<file path="config.mk">
export PLATFORM = sky130hd
export DESIGN_NAME = cpu8_core
export DESIGN_NICKNAME = d
export VERILOG_FILES = /design/src/rtl/cpu8_pkg.sv /design/src/rtl/cpu8_alu.sv /design/src/rtl/cpu8_core.sv
export SDC_FILE = /design/constraint.sdc
export NUM_CORES = 1
export LEC_CHECK = 0
export BUFFER_PORTS_ARGS = -buffer_cell sky130_fd_sc_hd__buf_2
export CORE_MARGIN = 2
export CORE_UTILIZATION = 53
export DETAILED_ROUTE_END_ITERATION = 8
export MAX_ROUTING_LAYER = met4
export PLACE_DENSITY_LB_ADDON = 0.05
export SLEW_MARGIN = 20
export SYNTH_ARGS = -nofsm -noshare
export SYNTH_HDL_FRONTEND = slang
export SYNTH_HIERARCHICAL = 1
export SYNTH_SLANG_ARGS = --single-unit
</file>
<file path="constraint.sdc">
create_clock -name clk -period 3.5 [get_ports clk]
set_clock_uncertainty 0.2 [all_clocks]
set_input_delay 0.175 -clock clk [delete_from_list [all_inputs] [get_ports clk]]
set_output_delay 0.175 -clock clk [all_outputs]
set_load 0.03 [all_outputs]
</file>
<file path="src/rtl/cpu8_pkg.sv">
// cpu8_pkg: shared definitions for the cpu8 accumulator core.
//   - Opcode constants (8-bit).
//   - Flag bit indices within the 4-bit architectural flag register.
//   - Sequencer state enum.
//   - Decode helpers used by the core.
package cpu8_pkg;

  localparam logic [7:0] OpNop = 8'h00;
  localparam logic [7:0] OpHlt = 8'h02;
  localparam logic [7:0] OpLda = 8'hA9;
  localparam logic [7:0] OpLdx = 8'hA2;
  localparam logic [7:0] OpLdy = 8'hA0;
  localparam logic [7:0] OpAdd = 8'h69;
  localparam logic [7:0] OpSub = 8'hE9;
  localparam logic [7:0] OpAnd = 8'h29;
  localparam logic [7:0] OpOr  = 8'h09;
  localparam logic [7:0] OpXor = 8'h49;
  localparam logic [7:0] OpNot = 8'hB6;
  localparam logic [7:0] OpInc = 8'hE8;
  localparam logic [7:0] OpDec = 8'hCA;
  localparam logic [7:0] OpBeq = 8'hF0;
  localparam logic [7:0] OpBne = 8'hD0;
  localparam logic [7:0] OpBra = 8'h80;
  localparam logic [7:0] OpSta = 8'h8D;

  localparam int unsigned FlagC = 0;
  localparam int unsigned FlagZ = 1;
  localparam int unsigned FlagN = 2;
  localparam int unsigned FlagV = 3;

  typedef enum logic [2:0] {
    StFetch,
    StExec,
    StHalted,
    StAdrl,
    StAdrh,
    StStore
  } cpu8_state_e;

  // Opcodes that carry a one-byte operand (immediates and branch offsets).
  function automatic logic is_imm(input logic [7:0] op);
    case (op)
      OpLda, OpLdx, OpLdy, OpAdd, OpSub, OpAnd, OpOr, OpXor,
      OpBeq, OpBne, OpBra: is_imm = 1'b1;
      default:             is_imm = 1'b0;
    endcase
  endfunction

  function automatic logic is_branch(input logic [7:0] op);
    is_branch = (op == OpBeq) || (op == OpBne) || (op == OpBra);
  endfunction

  // Opcodes whose ALU result lands in the accumulator.
  function automatic logic writes_acc(input logic [7:0] op);
    case (op)
      OpLda, OpAdd, OpSub, OpAnd, OpOr, OpXor, OpNot, OpInc, OpDec: writes_acc = 1'b1;
      default:                                                      writes_acc = 1'b0;
    endcase
  endfunction

endpackage

</file>
<file path="src/rtl/cpu8_alu.sv">
// cpu8_alu: combinational ALU for the cpu8 core.
// Ports:
//   op        in  8  opcode being executed
//   a         in  8  accumulator
//   b         in  8  operand byte (immediate)
//   flags_in  in  4  current flags {V,N,Z,C}
//   result    out 8  computed value (a when the opcode does not produce one)
//   flags_out out 4  next flags (flags_in for opcodes that leave flags alone)
module cpu8_alu
  import cpu8_pkg::*;
(
  input  logic [7:0] op,
  input  logic [7:0] a,
  input  logic [7:0] b,
  input  logic [3:0] flags_in,
  output logic [7:0] result,
  output logic [3:0] flags_out
);

  logic [7:0] b_eff;
  logic       cin;
  logic [8:0] sum;
  logic       zn_upd;

  // SUB reuses the adder as a + ~b + 1, so carry-out means "no borrow".
  assign b_eff = (op == OpSub) ? ~b : b;
  assign cin   = (op == OpSub);
  assign sum   = {1'b0, a} + {1'b0, b_eff} + {8'b0, cin};

  always_comb begin
    result    = a;
    flags_out = flags_in;
    zn_upd    = 1'b1;
    case (op)
      OpLda, OpLdx, OpLdy: result = b;
      OpAdd, OpSub: begin
        result           = sum[7:0];
        flags_out[FlagC] = sum[8];
        flags_out[FlagV] = (a[7] == b_eff[7]) && (sum[7] != a[7]);
      end
      OpAnd:   result = a & b;
      OpOr:    result = a | b;
      OpXor:   result = a ^ b;
      OpNot:   result = ~a;
      OpInc:   result = a + 8'd1;
      OpDec:   result = a - 8'd1;
      default: zn_upd = 1'b0;
    endcase
    if (zn_upd) begin
      flags_out[FlagZ] = (result == 8'h00);
      flags_out[FlagN] = result[7];
    end
  end

endmodule

</file>
<file path="src/rtl/cpu8_core.sv">
// cpu8_core: 8-bit accumulator CPU with a 16-bit address space.
// Every instruction is FETCH + EXEC (2 cycles); HLT parks the core until reset.
// Optional build macro CPU8_STORE_EN adds STA absolute (0x8D, 3 bytes, 4 cycles).
// Ports:
//   clk        in   1  clock, rising edge
//   reset      in   1  synchronous active-high reset
//   data_bus   in   8  memory read data for the current addr_bus
//   addr_bus   out 16  memory address
//   mem_read   out  1  core samples data_bus this cycle
//   mem_write  out  1  store cycle, data is acc_out
//   acc_out    out  8  accumulator
//   pc_out     out 16  program counter
//   flags_out  out  8  {4'b0, V, N, Z, C}
//   x_out      out  8  X register
//   y_out      out  8  Y register
//   halt       out  1  core is halted
module cpu8_core
  import cpu8_pkg::*;
#(
  parameter logic [15:0] RESET_PC = 16'h0000
) (
  input  logic        clk,
  input  logic        reset,
  input  logic [7:0]  data_bus,
  output logic [15:0] addr_bus,
  output logic        mem_read,
  output logic        mem_write,
  output logic [7:0]  acc_out,
  output logic [15:0] pc_out,
  output logic [7:0]  flags_out,
  output logic [7:0]  x_out,
  output logic [7:0]  y_out,
  output logic        halt
);

  cpu8_state_e state_q;
  logic [15:0] pc_q;
  logic [7:0]  acc_q;
  logic [7:0]  x_q;
  logic [7:0]  y_q;
  logic [3:0]  flags_q;
  logic [7:0]  ir_q;
`ifdef CPU8_STORE_EN
  logic [7:0]  adr_lo_q;
  logic [7:0]  adr_hi_q;
`endif

  logic [7:0]  alu_res;
  logic [3:0]  alu_flags;
  logic [15:0] pc_inc;
  logic [15:0] br_target;
  logic        br_taken;

  cpu8_alu u_alu (
    .op        (ir_q),
    .a         (acc_q),
    .b         (data_bus),
    .flags_in  (flags_q),
    .result    (alu_res),
    .flags_out (alu_flags)
  );

  assign pc_inc    = pc_q + 16'd1;
  // Offset is relative to the address following the operand byte.
  assign br_target = pc_inc + {{8{data_bus[7]}}, data_bus};

  always_comb begin
    case (ir_q)
      OpBeq:   br_taken = flags_q[FlagZ];
      OpBne:   br_taken = ~flags_q[FlagZ];
      OpBra:   br_taken = 1'b1;
      default: br_taken = 1'b0;
    endcase
  end

  // Bus strobes decode from registered state; held low while reset is asserted.
  always_comb begin
    addr_bus  = pc_q;
    mem_read  = 1'b0;
    mem_write = 1'b0;
    unique case (state_q)
      StFetch: mem_read = 1'b1;
      StExec:  mem_read = is_imm(ir_q);
`ifdef CPU8_STORE_EN
      StAdrl, StAdrh: mem_read = 1'b1;
      StStore: begin
        addr_bus  = {adr_hi_q, adr_lo_q};
        mem_write = 1'b1;
      end
`endif
      default: ;
    endcase
    if (reset) begin
      mem_read  = 1'b0;
      mem_write = 1'b0;
    end
  end

  always_ff @(posedge clk) begin
    if (reset) begin
      state_q <= StFetch;
      pc_q    <= RESET_PC;
      acc_q   <= 8'h00;
      x_q     <= 8'h00;
      y_q     <= 8'h00;
      flags_q <= 4'h0;
      ir_q    <= OpNop;
`ifdef CPU8_STORE_EN
      adr_lo_q <= 8'h00;
      adr_hi_q <= 8'h00;
`endif
    end else begin
      case (state_q)
        StFetch: begin
          ir_q  <= data_bus;
          pc_q  <= pc_inc;
`ifdef CPU8_STORE_EN
          state_q <= (data_bus == OpSta) ? StAdrl : StExec;
`else
          state_q <= StExec;
`endif
        end
        StExec: begin
          state_q <= StFetch;
          if (is_branch(ir_q) && br_taken) begin
            pc_q <= br_target;
          end else if (is_imm(ir_q)) begin
            pc_q <= pc_inc;
          end
          if (writes_acc(ir_q)) acc_q <= alu_res;
          if (ir_q == OpLdx)    x_q   <= alu_res;
          if (ir_q == OpLdy)    y_q   <= alu_res;
          if (ir_q == OpHlt)    state_q <= StHalted;
          flags_q <= alu_flags;
        end
`ifdef CPU8_STORE_EN
        StAdrl: begin
          adr_lo_q <= data_bus;
          pc_q     <= pc_inc;
          state_q  <= StAdrh;
        end
        StAdrh: begin
          adr_hi_q <= data_bus;
          pc_q     <= pc_inc;
          state_q  <= StStore;
        end
        StStore: state_q <= StFetch;
`endif
        StHalted: state_q <= StHalted;
        default:  state_q <= StFetch;
      endcase
    end
  end

  assign acc_out   = acc_q;
  assign pc_out    = pc_q;
  assign flags_out = {4'b0000, flags_q};
  assign x_out     = x_q;
  assign y_out     = y_q;
  assign halt      = (state_q == StHalted);

endmodule

</file>
# Word-level counts from Yosys, hierarchy flattened
# Cells that the tools add are included.
# word_totals
input_bits	10
word_cells	76
output_inout_bits	67
reg_bits	55
# op_classes
n_reduce_logical	18
addsub	6
bitwise_logic	6
n_eq_ne	20
muxes	18
# ops
op	n
8-bit equality test (second input constant)	10
8-bit one-hot mux with 8 select lines	1
16-bit two-way mux	2
16-bit one-hot mux with 2 select lines	1
11-bit OR reduction	2
16-bit by 1-bit adder with 16-bit output (second input constant)	1
16-bit adder	1
8-bit by 7-bit equality test with 1-bit output (second input constant)	2
8-bit NOT	2
2-bit AND reduction	6
8-bit by 8-bit adder with 9-bit output	1
9-bit by 1-bit adder with 9-bit output	1
1-bit two-way mux	9
9-bit OR reduction	1
8-bit by 1-bit adder with 8-bit output (second input constant)	1
8-bit bitwise AND	1
8-bit by 2-bit equality test with 1-bit output (second input constant)	1
8-bit by 4-bit equality test with 1-bit output (second input constant)	1
8-bit by 6-bit equality test with 1-bit output (second input constant)	1
8-bit logical NOT	1
8-bit two-way mux	1
8-bit bitwise OR	1
8-bit by 1-bit subtractor with 8-bit output (second input constant)	1
8-bit bitwise XOR	1
other kinds (16)	18

# Depth between registers and ports, before layout
# Gate-level depths: netlist of run 1.
# logic_depth
depth_word	10
depth_mapped	16
mapped_depth_nobuf	14

# By module
# The synthesis of run 1 kept the hierarchy.
# modules_own_cells
mod	cells_per_inst	seq_area_each_um2	area_per_inst_um2	n_inst
cpu8_core	424	1081.0	3474.6	1
cpu8_alu	245	0.0	1721.7	1

# Worst setup path before layout of run 1
# OpenSTA, ideal clock, no wires.
# synth_path
kind	reg2reg
start	reg ir_q[6]
end	reg flags_q[1]
setup_ns	0.070
t_required_ns	3.230
arrival_ns	3.447
setup_slack_ns	-0.217
synth_period_minus_slack_ns	3.717
n_path_buf	2
stages_incl_launch_ff	17
path_cell_list	dfxtp_1 > buf_2 > and4bb_1 > buf_6 > nand4_1 > xnor2_1 > inv_1 > fa_1 > nand2b_1 > a32o_1 > a32o_1 > a211oi_1 > and4_1 > nand4_1 > o21ai_1 > nand2_1 > a21oi_1
# synth_via
elab_chain_len	6
elab_cells_between_ends	21
classes_between	2 x add/sub; 11 x eq/ne; 3 x mux; 5 x reduce/logical
# synth_lines
item	line	rtl
from (decl)	cpu8_core.sv:42	logic [7:0] ir_q;
from (signal assigned)	cpu8_core.sv:107	ir_q <= OpNop;
from (signal assigned)	cpu8_core.sv:115	ir_q <= data_bus;
8-bit equality test	cpu8_alu.sv:26, cpu8_alu.sv:27, cpu8_alu.sv:34	
8-bit two-way mux	cpu8_alu.sv:26	assign b_eff = (op == OpSub) ? ~b : b;
8-bit by 8-bit adder with 9-bit output	cpu8_alu.sv:28	assign sum = {1'b0, a} + {1'b0, b_eff} + {8'b0, cin};
9-bit by 1-bit adder with 9-bit output	cpu8_alu.sv:28	
8-bit one-hot mux with 8 select lines	cpu8_alu.sv:34	case (op)
8-bit logical NOT	cpu8_alu.sv:50	flags_out[FlagZ] = (result == 8'h00);
to (signal assigned)	cpu8_core.sv:134	flags_q <= alu_flags;
to (decl)	cpu8_core.sv:41	logic [3:0] flags_q;
# Parallel ways exist; a longest one is shown, timed or not.
# A chain may end at the register's enable or synchronous reset.

# Final worst setup path of run 1
# layout_path
start	reg pc_q[12] (netlist: addr_bus[12])
end	reg pc_q[15] (netlist: addr_bus[15])
# layout_via
elab_chain_len	4
elab_cells_between_ends	5
classes_between	2 x add/sub; 3 x mux
# layout_lines
item	line	rtl
from (decl)	cpu8_core.sv:37	logic [15:0] pc_q;
from (signal assigned)	cpu8_core.sv:116	pc_q <= pc_inc;
from (signal assigned)	cpu8_core.sv:126	pc_q <= br_target;
from (signal assigned)	cpu8_core.sv:128	pc_q <= pc_inc;
16-bit by 1-bit adder with 16-bit output *	cpu8_core.sv:63	assign pc_inc = pc_q + 16'd1;
16-bit adder / 16-bit two-way mux (equally long branches)	cpu8_core.sv:65, cpu8_core.sv:127	
16-bit two-way mux	cpu8_core.sv:125	if (is_branch(ir_q) && br_taken) begin
16-bit one-hot mux with 2 select lines *	cpu8_core.sv:113	case (state_q)
# Every way passes the cells marked *; elsewhere a longest branch is shown, timed or not. The select of a mux whose other input is x is not followed.

==> results.sh, run 1 <==
export IMPL_dp_cells=859
export IMPL_n_antenna_cell=0
export IMPL_critPathSlowestCell="nor4_1"
export IMPL_fillers=926
export IMPL_cp_num_cells=9
export IMPL_fin_ws_ps=122
export IMPL_endpoint="addr_bus[15]$_SDFFE_PP0P_"
export IMPL_p_comb_share_pct=27.5
export IMPL_final_common_cell="buf_2"
export IMPL_initial_utilization_pct=53.9
export IMPL_fin_crit_ps=3380
export IMPL_routed_wl_um=15500
export IMPL_swShare_pct=32.9
export IMPL_relSlewSlack_pct=51.6
export IMPL_crit_top_cell="mux2i_1"
export IMPL_drt_initial_drc_count=432
export IMPL_placed_cell_area_um2=5710
export IMPL_yosysTopAreaCell="dfxtp_1"
export IMPL_via_per_inst=6.01
export IMPL_synth_cells=669
export IMPL_power_density_nw_per_um2=272
export IMPL_critPathMaxFanout=6
export IMPL_outcome="finished clean"
export IMPL_root_buffer="clkbuf_8"
export IMPL_nets=798
export IMPL_synth_seq_area_share_pct=20.8
export IMPL_layout_common_cells="buf_2, nor2_1, nand2_1"
export IMPL_rsz0062_at_grt="true"
export IMPL_start_kind="register"
export IMPL_fp_dieH_um=103
export IMPL_clkPwrFrac_pct=32.9
export IMPL_rrSetupSlack_ps=120
export IMPL_stdcell_count=874
export IMPL_startpoint="addr_bus[12]$_SDFFE_PP0P_"
export IMPL_regToRegStartpoint="addr_bus[12]$_SDFFE_PP0P_"
export IMPL_setup_violations=0
export IMPL_grt_usage_pct=30.2
export IMPL_numCtsBuffers=5
export IMPL_cts_tree="yes"
export IMPL_worst_pin_slew_ps=723
export IMPL_p_sw_mw=0.541
export IMPL_route_detailed_drc=0
export IMPL_grt_max_degree=39
export IMPL_path_buf_inv=0
export IMPL_cts_sinks=54
export IMPL_syn_mean_instance_area_um2=7.77
export IMPL_ys_flop_type="dfxtp_1"
export IMPL_period_share_pct=96.5
export IMPL_h_tree_depth=2
export IMPL_r2r_end="addr_bus[15]$_SDFFE_PP0P_"
export IMPL_ys_seq_elements=54
export IMPL_fin_tns_setup_ps=0
export IMPL_yosys_top_cells_area="dfxtp_1, ha_1, mux2i_1"
export IMPL_worstPathRequired_ps=3520
export IMPL_finalMaxSlewViolations=0
export IMPL_p_int_mw=1.10
export IMPL_worstSetupPathType="reg2reg"
export IMPL_cts_clk_slew_worst_paths_ps=110
export IMPL_gp_congestion=0.982
export IMPL_crit_path_max_incr_delay_ps=520
export IMPL_core_area_um2=9640
export IMPL_antenna_found_initial=0
export IMPL_overflow=0
export IMPL_postSynth_asyncResetShare_pct=0
export IMPL_clk_path_buf_depth=2
export IMPL_arrival_ps=3390
export IMPL_rows=36
export IMPL_clkLatencyLatePin_ps=330
export IMPL_port_buffers=71
export IMPL_fmax_mhz=296
export IMPL_min_path_type="in2reg"
export IMPL_drt_wirelength_per_cell_um=17.7
export IMPL_final_layout_size_suffix_gt1_share_pct=23.3
export IMPL_final_area_um2=6060
export IMPL_vias=5255
export IMPL_end_kind="register"
export IMPL_fp_dieArea_um2=10600
export IMPL_p_leak_nw=2.83
export IMPL_ys_warn_count=6
export IMPL_netlist_area_leader_share_pct=20.8
export IMPL_die_w_um=103
export IMPL_grt_first_pass_wirelength_um=24400
export IMPL_path_cells="nand4_1 -> nor4_1 -> xnor2_1 -> ha_1 -> nand2_1 -> o41ai_4 -> mux2i_1 -> mux2i_1 -> mux2_1"
export IMPL_max_cap_violations=0
export IMPL_syn_to_final_growth_pct=16.7
export IMPL_hold_slack_ps=14.6
export IMPL_vdd_drop_max_uv=232
export IMPL_synth_edf_count=0
export IMPL_drt_first_pass_iters=5
export IMPL_finalHoldViolations=0
export IMPL_grt_pass1_vias=4594
export IMPL_dp_hpwl_um=11300
export IMPL_cp_top_family="simple AND/OR/NAND/NOR gates"
export IMPL_synth_distinct_cells=84
export IMPL_syn_area_um2=5200
export IMPL_r2r_cells=9
export IMPL_power_frac_seq_pct=39.6
export IMPL_drtAntennaViolNets=0
export IMPL_io_pins=77
export IMPL_dp_slack_ps=87.1
-- how the worst min path moves through the flow --
stage / start / end / depth (start not counted)
finish: data_bus[2] / ir_q[2]$_SDFFE_PP0P_ / 3
global route: data_bus[1] / ir_q[1]$_SDFFE_PP0P_ / 3
CTS: data_bus[2] / ir_q[2]$_SDFFE_PP0P_ / 3
detailed placement: flags_q[3]$_SDFFE_PP0P_ / flags_q[3]$_SDFFE_PP0P_ / 2
floorplan: data_bus[6] / ir_q[6]$_SDFFE_PP0P_ / 2
global placement: y_out[0]$_SDFFE_PP0P_ / y_out[0]$_SDFFE_PP0P_ / 2
-- through the flow --
stage                     total power [mW]  utilization (%)
after detailed placement              1.10             59.2
after global placement                1.09             59.2
after floorplan                      0.989                -
after CTS                             1.64             61.0
final                                 1.65             62.9
after global routing                  1.72             62.9
-- Yosys cell counts, types with 3 or more instances --
master and instances:
dfxtp_1 54, nand3_1 9, or3_1 5, a221oi_1 5, o21ai_1 7, inv_1 28, a21o_1 7, clkbuf_1 16
nand4_1 13, buf_4 22, xnor2_1 26, a311oi_1 3, o21ai_0 41, a21oi_1 47, nor3_1 9, nand2b_1 13
nand4b_1 3, buf_2 10, mux2i_1 32, a22oi_1 4, a31oi_1 9, o31ai_1 3, nand4bb_1 4, nor4_1 9
nor2b_1 6, o211ai_1 4, nor3_2 3, a211oi_1 3, and3_1 9, nor2_1 70, nor3b_1 6, nand2_1 67
buf_6 3, ha_1 46, xor2_1 12
-- tightest hold or removal path, cell delays in order --
cell and delay [ps]:
buf_2 180, nand2_1 80, a21oi_1 50
-- registers in the layout, summed over array words and instances, names as in the netlist --
register,cells
flags_q,4
state_q,2
ir_q,8
x_out,8
acc_out,8
addr_bus,16
y_out,8
-- layout make-up --
cell class	instances	area, um2	share of cell area, %
clock buffer	6	82.6	1.36
multi-input combinational	539	3860	63.7
tap	133	166	2.75
sequential	54	1090	18.1
clock inverter	2	60.1	0.991
timing repair buffer	112	694	11.5
inverter	28	105	1.73
-- layer usage --
layer,vias up,share of wire [%],track usage [%]
met2,237,43,41.9
met3,21,8.5,4.47
met4,0,1.3,5.87
li1,2526,-,-
met1,2471,48,46.0
met5,-,0,-
-- repair_timing --
action	CTS	global route
endpoints found under the setup margin	0	3
setup buffers	0	4
resized for setup	0	34
hold buffers	3	0
endpoints found under the hold margin	3	0
-- cell families (layout without fill, tap and decap cells) --
family	after synthesis	after routing	share of synthesized area [%]
buffers and inverters	80	148	8.04
flip-flops	54	54	20.8
adder cells (fa/ha/maj)	48	48	11.8
multiplexers	34	34	6.60
AND/OR/NAND/NOR	251	251	25.8
other	1	5	0.0722
XOR/XNOR	38	38	6.41
AO/OA/AOI/OAI	163	163	20.4
-- power by group through the flow --
| stage | clock, mW | combinational [mW] | sequential, mW |
|---|---|---|---|
| floorplan | 0 | 0.297 | 0.693 |
| global placement | 0 | 0.432 | 0.662 |
| detailed placement | 0 | 0.435 | 0.664 |
| CTS | 0.553 | 0.439 | 0.649 |
| global route | 0.572 | 0.497 | 0.655 |
| finish | 0.541 | 0.453 | 0.652 |
Note: power is estimated with default switching activity, not from simulation.
==> run 2, diff against run 1 <==
- PLACE_DENSITY: default -> 0.78
- PLACE_DENSITY_LB_ADDON: 0.05 -> default
- REMOVE_ABC_BUFFERS: default -> 1
==> run 2 against run 1 <==
  * Maximum frequency increased by 0.51%
  * Core utilization decreased by 1.0 points
  * Clock-buffer cell count decreased by 1
  * Cell count decreased by 0.69%
  * Sequential power about the same
  * Combinational power about the same
  * Total power decreased by 2.8%
  * Cell area decreased by 1.6%
  * Die area unchanged
  * Highest routed layer unchanged
==> results.sh, run 2 (synthesis gave the netlist of run 1 again) <==
export IMPL_via_per_inst=6.19
export IMPL_core_area_um2=9640
export IMPL_rows=36
export IMPL_critPathSlowestCell="ha_2"
export IMPL_use_met2_pct=45.3
export IMPL_grt_pass1_vias=4751
export IMPL_fmax_mhz=298
export IMPL_vdd_drop_max_uv=271
export IMPL_die_w_um=103
export IMPL_path_cells="ha_2 -> buf_4 -> nand3_1 -> xnor2_1 -> ha_2 -> and3_4 -> a221oi_2 -> o21ba_4 -> o41ai_4 -> mux2i_1 -> mux2i_1 -> mux2_1"
export IMPL_drt_first_pass_iters=9
export IMPL_outcome="finished clean"
export IMPL_drt_wirelength_per_cell_um=17.2
export IMPL_busiest_layer="met2"
export IMPL_overflow=0
export IMPL_grt_first_pass_wirelength_um=22900
export IMPL_final_util_pct=61.9
export IMPL_fp_dieH_um=103
export IMPL_nets=792
export IMPL_root_buffer="clkbuf_8"
export IMPL_n_antenna_cell=0
export IMPL_crit_path_max_incr_delay_ps=400
export IMPL_use_met1_pct=34.0
export IMPL_cp_top_family="multiplexers"
export IMPL_dp_slack_ps=37.0
export IMPL_met3_usage_pct=4.75
export IMPL_setup_violations=0
export IMPL_fin_ws_ps=139
export IMPL_end_kind="register"
export IMPL_period_share_pct=96.0
export IMPL_start_kind="register"
export IMPL_largest_reg_flops=16
export IMPL_antenna_found_initial=0
export IMPL_final_layout_size_suffix_gt1_share_pct=21.8
export IMPL_worstPathRequired_ps=3500
export IMPL_final_area_um2=5970
export IMPL_cp_num_cells=12
export IMPL_port_buffers=71
export IMPL_final_common_cell="buf_2"
export IMPL_startpoint="addr_bus[1]$_SDFFE_PP0P_"
export IMPL_fp_dieArea_um2=10600
export IMPL_p_leak_nw=2.76
export IMPL_power_density_nw_per_um2=268
export IMPL_routed_wl_um=14900
export IMPL_finalMaxSlewViolations=0
export IMPL_r2r_end="addr_bus[15]$_SDFFE_PP0P_"
export IMPL_initial_utilization_pct=53.9
export IMPL_critPathMaxFanout=5
export IMPL_grt_usage_pct=27.7
export IMPL_hold_start="data_bus[2]"
export IMPL_cts_clk_slew_worst_paths_ps=100
export IMPL_rsz0062_at_grt="true"
export IMPL_drtAntennaViolNets=0
export IMPL_cts_tree="yes"
export IMPL_vias=5376
export IMPL_regToRegStartpoint="addr_bus[1]$_SDFFE_PP0P_"
export IMPL_cts_sinks=54
export IMPL_max_cap_violations=0
export IMPL_layout_common_cells="buf_2, nor2_1, nand2_1"
export IMPL_io_pins=77
export IMPL_syn_to_final_growth_pct=14.8
export IMPL_worstSetupPathType="reg2reg"
export IMPL_r2r_cells=12
export IMPL_placed_cell_area_um2=5640
export IMPL_path_buf_inv=1
export IMPL_gp_congestion=1.06
export IMPL_route_detailed_drc=0
export IMPL_drt_initial_drc_count=486
export IMPL_arrival_ps=3360
export IMPL_clkLatencyLatePin_ps=300
export IMPL_rrSetupSlack_ps=140
export IMPL_numCtsBuffers=5
export IMPL_relSlewSlack_pct=32.0
export IMPL_dp_hpwl_um=10800
export IMPL_clk_path_buf_depth=2
export IMPL_h_tree_depth=2
export IMPL_worst_pin_slew_ps=1020
export IMPL_grt_max_degree=57
export IMPL_finalHoldViolations=0
export IMPL_min_path_type="in2reg"
export IMPL_endpoint="addr_bus[15]$_SDFFE_PP0P_"
export IMPL_fin_crit_ps=3360
run 2: stage by stage:
step	TNS, ps	total power, mW	hold WS (ps)	instances
after floorplan	-4810	0.952	44.1	621
after global placement	0	1.08	264	854
after detailed placement	0	1.09	266	854
after CTS	0	1.59	4.75	864
after global routing	-47.0	1.69	17.8	868
final	0	1.60	7.09	868
run 2: per-layer routing:
layer | vias up | share of wire (%)
li1 | 2512 | -
met1 | 2482 | 41
met2 | 306 | 47
met3 | 76 | 8.1
met4 | 0 | 4.3
met5 | - | 0
run 2: final cells by class:
class	count	area (um2)
Multi-Input combinational cell	539	3830
Fill cell	857	3670
Inverter	28	105
Tap cell	133	166
Clock buffer	5	68.8
Sequential cell	54	1090
Timing Repair Buffer	106	631
Clock inverter	3	68.8
run 2: tightest hold or removal path, cell delays in order:
cell and delay [ps]:
buf_2 170, nand2_1 70, a21oi_1 50
run 2: how the worst min path moves through the flow:
stage	cells past startpoint	end	slack, ps
detailed placement	2	flags_q[3]$_SDFFE_PP0P_	270
global placement	2	flags_q[2]$_SDFFE_PP0P_	260
floorplan	1	addr_bus[0]$_SDFFE_PP0P_	40
CTS	3	ir_q[2]$_SDFFE_PP0P_	5
global route	3	ir_q[2]$_SDFFE_PP0P_	20
finish	3	ir_q[2]$_SDFFE_PP0P_	7
run 2: what timing repair did:
item                       CTS  global route
resized for setup            0            34
hold buffers                 2             0
setup endpoints to repair    0             5
buffers inserted             0             4
hold endpoints to repair     2             0
run 2: power by group:
group	total, mW	switching [mW]	internal [mW]
logic	0.452	0.286	0.166
clock network	0.497	0.211	0.287
registers	0.650	0.0180	0.632
